## config.mk

```make
export PLATFORM = sky130hd
export DESIGN_NAME = layer_sequencer
export DESIGN_NICKNAME = d
export VERILOG_FILES = /design/src/rtl/layer_sequencer.sv
export SDC_FILE = /design/constraint.sdc
export NUM_CORES = 1
export LEC_CHECK = 0
export ABC_AREA = 0
export CAP_MARGIN = 10
export CORE_AREA = 2 2 39 41
export CTS_CLUSTER_SIZE = 20
export DETAILED_ROUTE_END_ITERATION = 10
export DIE_AREA = 0 0 41 43
export GPL_TIMING_DRIVEN = 1
export PLACE_DENSITY = 0.77
export SYNTH_ARGS = -nofsm -noshare
export SYNTH_HDL_FRONTEND = slang
export SYNTH_SLANG_ARGS = --single-unit
```

## constraint.sdc

```tcl
create_clock -name clk -period 2.7 [get_ports clk]
set_input_delay 0.81 -clock clk [delete_from_list [all_inputs] [get_ports clk]]
set_output_delay 0.81 -clock clk [all_outputs]
set_load 0.1 [all_outputs]
```

## src/rtl/layer_sequencer.sv

```systemverilog
// Layer sequencer: steps one fully-connected layer (N_OUT neurons x N_IN
// inputs) through a shared MAC. Each neuron is cleared, accumulated, given
// time for the MAC pipeline to drain, then written out with backpressure.
//
// state   | meaning
// --------+---------------------------------------------------------------
// S_IDLE  | waiting for start; all strobes low
// S_CLEAR | one-cycle accumulator clear for neuron n
// S_ACCUM | stream operand pairs i = 0..N_IN-1; x_valid gates each step
// S_WAIT  | let the MAC pipeline drain for MAC_LAT cycles
// S_WRITE | present neuron n result until downstream takes it
// S_DONE  | one-cycle layer-complete pulse
module layer_sequencer #(
  parameter int N_IN    = 4,
  parameter int N_OUT   = 3,
  parameter int MAC_LAT = 2,
  parameter int IW      = (N_IN > 1) ? $clog2(N_IN) : 1,
  parameter int OW      = (N_OUT > 1) ? $clog2(N_OUT) : 1,
  parameter int WW      = (N_IN * N_OUT > 1) ? $clog2(N_IN * N_OUT) : 1
) (
  input  logic          clk,
  input  logic          rst,
  input  logic          start,
  input  logic          x_valid,
  input  logic          y_ready,
  output logic          busy,
  output logic          done,
  output logic          mac_clr,
  output logic          mac_en,
  output logic [IW-1:0] x_addr,
  output logic [WW-1:0] w_addr,
  output logic          y_wr,
  output logic [OW-1:0] y_addr
);

  // The wait counter only has to reach MAC_LAT-1; give it at least one bit
  // so the design still elaborates when MAC_LAT is 0 or 1.
  localparam int CW = (MAC_LAT > 1) ? $clog2(MAC_LAT) : 1;

  localparam logic [IW-1:0] I_LAST = IW'(N_IN - 1);
  localparam logic [OW-1:0] N_LAST = OW'(N_OUT - 1);
  localparam logic [CW-1:0] C_LAST = CW'((MAC_LAT > 0) ? MAC_LAT - 1 : 0);

  typedef enum logic [2:0] {
    S_IDLE,
    S_CLEAR,
    S_ACCUM,
    S_WAIT,
    S_WRITE,
    S_DONE
  } state_t;

  state_t        state, state_nx;
  logic [OW-1:0] n, n_nx;
  logic [IW-1:0] i, i_nx;
  logic [CW-1:0] cnt, cnt_nx;

  // State and counter registers; reset abandons any layer in progress.
  always_ff @(posedge clk or posedge rst) begin
    if (rst) begin
      state <= S_IDLE;
      n     <= '0;
      i     <= '0;
      cnt   <= '0;
    end else begin
      state <= state_nx;
      n     <= n_nx;
      i     <= i_nx;
      cnt   <= cnt_nx;
    end
  end

  // Next-state, counter updates and strobes; mac_en is the only output
  // that looks at an input combinationally.
  always_comb begin
    state_nx = state;
    n_nx     = n;
    i_nx     = i;
    cnt_nx   = cnt;
    busy     = 1'b1;
    done     = 1'b0;
    mac_clr  = 1'b0;
    mac_en   = 1'b0;
    y_wr     = 1'b0;
    case (state)
      S_IDLE: begin
        busy = 1'b0;
        if (start) begin
          n_nx     = '0;
          i_nx     = '0;
          state_nx = S_CLEAR;
        end
      end
      S_CLEAR: begin
        mac_clr  = 1'b1;
        i_nx     = '0;
        state_nx = S_ACCUM;
      end
      S_ACCUM: begin
        mac_en = x_valid;
        if (x_valid) begin
          if (i == I_LAST) begin
            cnt_nx   = '0;
            // With no MAC latency the result is ready straight away.
            state_nx = (MAC_LAT == 0) ? S_WRITE : S_WAIT;
          end else begin
            i_nx = i + 1'b1;
          end
        end
      end
      S_WAIT: begin
        if (cnt == C_LAST) begin
          state_nx = S_WRITE;
        end else begin
          cnt_nx = cnt + 1'b1;
        end
      end
      S_WRITE: begin
        y_wr = 1'b1;
        if (y_ready) begin
          if (n == N_LAST) begin
            state_nx = S_DONE;
          end else begin
            n_nx     = n + 1'b1;
            state_nx = S_CLEAR;
          end
        end
      end
      S_DONE: begin
        done     = 1'b1;
        state_nx = S_IDLE;
      end
      default: begin
        state_nx = S_IDLE;
      end
    endcase
  end

  // Addresses come straight from the counters, never from inputs.
  assign x_addr = i;
  assign y_addr = n;
  assign w_addr = WW'(int'(n) * N_IN + int'(i));

endmodule

```

# Word-level counts from Yosys, hierarchy flattened
# Cells that the tools add are included.
[word_totals]
register_bits = 8
in_bits = 5
output_inout_bits = 13
word_cells = 53
[classes]
add_sub_neg = 4
eq_ne = 14
mux = 23
n_reduce_logical = 8
[op_table]
columns = ["operator", "n"]
rows = [
  ["$mux 3", 6],
  ["$pmux 3 s5", 1],
  ["$ne 2x2->1 const B", 7],
  ["$mux 2", 5],
  ["$mux 1", 8],
  ["$reduce_and 4->1", 2],
  ["$eq 3x2->1 const B", 2],
  ["$eq 3x3->1 const B", 2],
  ["$pmux 2 s3", 1],
  ["$reduce_and 5->1", 1],
  ["$add 2x1->2 const B", 2],
  ["$add 4x2->4", 1],
  ["$eq 2x2->1 const B", 2],
  ["$pmux 2 s2", 1],
  ["$reduce_bool 2->1", 2],
  ["$eq 3x1->1 const B", 1],
  ["$logic_not 3->1", 1],
  ["$reduce_and 3->1", 1],
  ["$reduce_bool 3->1", 1],
  ["$pmux 1 s2", 1],
  ["$add 1x1->1 const B", 1],
]

# Depth between registers and ports, before layout
[depth]
word_depth = 4
depth_mapped = 5
mapped_depth_nobuf = 5

# Worst setup path before layout
# OpenSTA, ideal clock, no wires.
[synth_path]
path_kind = "register -> output"
startpoint = "register state[0]"
endpoint = "output port done"
t_arrival_ps = 2862
required_time_ps = 1890
setup_slack_ps = -972
stages_incl_launch_ff = 4
path_buffers = 1
cell_sequence = "dfrtp_1 buf_2 inv_1 nor3b_1"
[synth_between]
elab_chain_len = 2
[synth_rtl]
columns = ["item", "line", "text"]
rows = [
  ["from (decl)", "53", "state_t state, state_nx;"],
  ["from (signal assigned)", "66", "state <= state_nx;"],
  ["$eq 3x3->1", "85", "case (state)"],
  ["$mux 1", "85", ""],
  ["to (decl)", "27", "output logic done,"],
]
# Every way passes these cells.

# Worst setup path in the final report
[layout_path]
startpoint = "input port x_valid"
endpoint = "output port mac_en"
[layout_between]
elab_chain_len = 1
[layout_rtl]
columns = ["item", "line", "text"]
rows = [
  ["from (decl)", "24", "input logic x_valid,"],
  ["$mux 1", "85", ""],
  ["to (decl)", "29", "output logic mac_en,"],
]
# Every way passes these cells.

==> summary.md <==
* layout cell share with drive strength beyond 1: 31.51%
* Critical Path Max Stage Delay: 490 ps
* Fin Setup TNS: 0 ps
* commonest non-fill, non-tap cells in the layout: sky130_fd_sc_hd__buf_4 (9), sky130_fd_sc_hd__dfrtp_1 (8)
* area of the mapped netlist: 548.0 um^2
* HP Class: register to register
* total number of yosys warnings: 0
* area enclosed by the die boundary: 1763 um^2
* number of fill cells: 124
* max-slew headroom at the worst pin: 66.80%
* count of buffers added by post-CTS timing repair for setup: 0
* cell row count: 14
* mean cell area of the mapped netlist: 9.134 um^2
* final routed DRC violation total: 0
* cell at the slowest stage of the critical path: sky130_fd_sc_hd__clkdlybuf4s50_1
* Hold-fix buffers, CTS: 0
* clock tree from TritonCTS: built
* number of buffers created by CTS: 3
* initial antenna violation count: 0
* minimum clock period after layout: 2497 ps
* placer congestion estimate: 0.8117
* most common cell after layout, fill and taps aside: sky130_fd_sc_hd__buf_4
* remaining number of nets flagged by the antenna check after routing: 0
* WP data arrival: 1690 ps
* crit start category: input pin
* Syn Inst Count: 60
* worst clock skew: 4.004 ps
* largest fanout on the critical path: 3
* Overall Global Routing Usage: 14.56%
* count of endpoints failing hold in the final timing report: 0
* DR vias: 472
* overall die height: 43 um
* sequential element share of the synthesized area: 36.53%
* portion of the clock cycle consumed by the worst path in the final layout: 92.47%
* wire length of the first global-routing pass: 1683 um
* run status: finished clean
* number of resized instances in the post-cts repair step: 0
* Wirelength per Cell: 13.58 um
* transition time of the tightest slew-check pin: 498.0 ps
* number of H-tree branching levels: 1
* number of detailed-routing iterations run before antenna repair: 4
* final WL: 1209 um
* antenna diode count: 0
* root buffer cell: sky130_fd_sc_hd__clkbuf_4
* type of the worst setup path: input pin to output pin
* type of element capturing the critical path: output pin
* clock transition time at the flip-flop clock pins of the worst setup and hold paths: 60 ps
* Post-Syn Nets: 67
* vias per std cell: 5.303
* WP data required: 1890 ps
* detailed router's first-iteration violation count: 9
* Clock Path Buffers: 2
* count of final setup violators: 0
* sum of overflow across all layers after global routing: 0
* Critical Path, Cell by Cell: clkdlybuf4s50_1 > and3_1 > buf_12
* Final Max Slew Viols: 0
* number of flip-flops and latches in the synthesized netlist: 8
* count of clock tree sinks: 8
* area inside the core boundary: 1384 um^2
* latest clock arrival within the worst-skew pair: 260 ps
* Cell variety after synth: 28
* final-stage net count: 82
* total I/O pin count: 18
* starting density of the core: 39.60%
* unrepaired setup endpoints after global routing: false
* sum of net half-perimeters after detailed placement: 861.8 um
* synthesis-to-layout area growth: 35.16%
* vias in the first global route: 386
* fmax: 400.5 MHz
* die width: 41 um
* quantity of I/O buffers inserted on ports: 17
* largest net degree at the start of global routing: 17
* count of max-cap constraint violations: 0
==> critical path, delay by kind of cell <==
family        cells  cell delay [ps]
buf+inv           2              670
simple gates      1              210
==> metal layers <==
metal	wire length, um	GRT usage, %	vias to the layer above
met2	554	18.75	11
met1	585	20.72	218
met4	19	10.00	0
met5	0	0	-
li1	-	-	241
met3	50	3.141	2
==> sequential cells by signal, summed over array words and instances, names as in the netlist <==
signal and cells:
x_addr 2, y_addr 2, cnt 1, state 3
==> synthesized netlist by cell type (all sizes together) <==
master / n / area share, %
a222oi: 1 / 1.8
a31oi: 1 / 1.1
and2b: 1 / 1.8
and3: 2 / 2.5
buf: 7 / 8.7
dfrtp: 8 / 37
ha: 2 / 4.6
inv: 3 / 2.1
mux2: 1 / 2.1
nand2: 3 / 2.1
nand2b: 4 / 5.9
nand3: 4 / 3.7
nand4: 1 / 1.1
nand4b: 1 / 1.6
nor2: 4 / 2.7
nor2b: 1 / 1.1
nor3: 4 / 3.7
nor3b: 2 / 3.7
o21ai: 4 / 3.7
o22ai: 1 / 2.3
o31a: 1 / 1.6
o31ai: 2 / 2.7
o32a: 1 / 1.8
or3: 1 / 1.1
==> through the flow <==
| step | utilization (%) | setup slack, ps | hold WS, ps | instances | instance area, um^2 |
|---|---|---|---|---|---|
| 3_5_place_dp | 51.90 | 193.0 | 567.0 | 86 | 718.2 |
| 4_1_cts | 53.53 | 200.1 | 583.8 | 89 | 740.7 |
| 2_1_floorplan | - | 6.541 | 484.8 | 60 | 558.0 |
| 6_report | 53.53 | 203.3 | 574.1 | 89 | 740.7 |
| 3_3_place_gp | 51.90 | 204.5 | 520.4 | 86 | 718.2 |
| 5_1_grt | 53.53 | 153.7 | 626.8 | 89 | 740.7 |
==> worst paths after layout <==
path	to	depth (start not counted)	start	slack, ps
hold / removal	cnt	2	cnt	570
max in group asynchronous	state[1]	2	rst	1660
setup reg to reg	x_addr[1]	4	x_addr[0]	1220
hold reg to reg	cnt	2	cnt	570
setup / recovery	mac_en	3	x_valid	200
min in group asynchronous	x_addr[1]	2	rst	800
==> cell families after synthesis <==
group,synth area share [%]
mux,2.055
flops,36.53
simple gates,31.05
fa+ha+maj,4.565
buf+inv,10.73
compound gates,15.07
==> area by class of cell <==
class                   count  area, um^2  area share, %
multi-input cells          42       299.0          40.37
well taps                  16       20.02          2.703
repair buffers             17       187.7          25.34
clock buffers               3       22.52          3.041
inverters                   3       11.26          1.520
flip-flops and latches      8       200.2          27.03
Power is not shown: default switching activity piles up to over one toggle a cycle in this logic, so the estimate is an artifact.
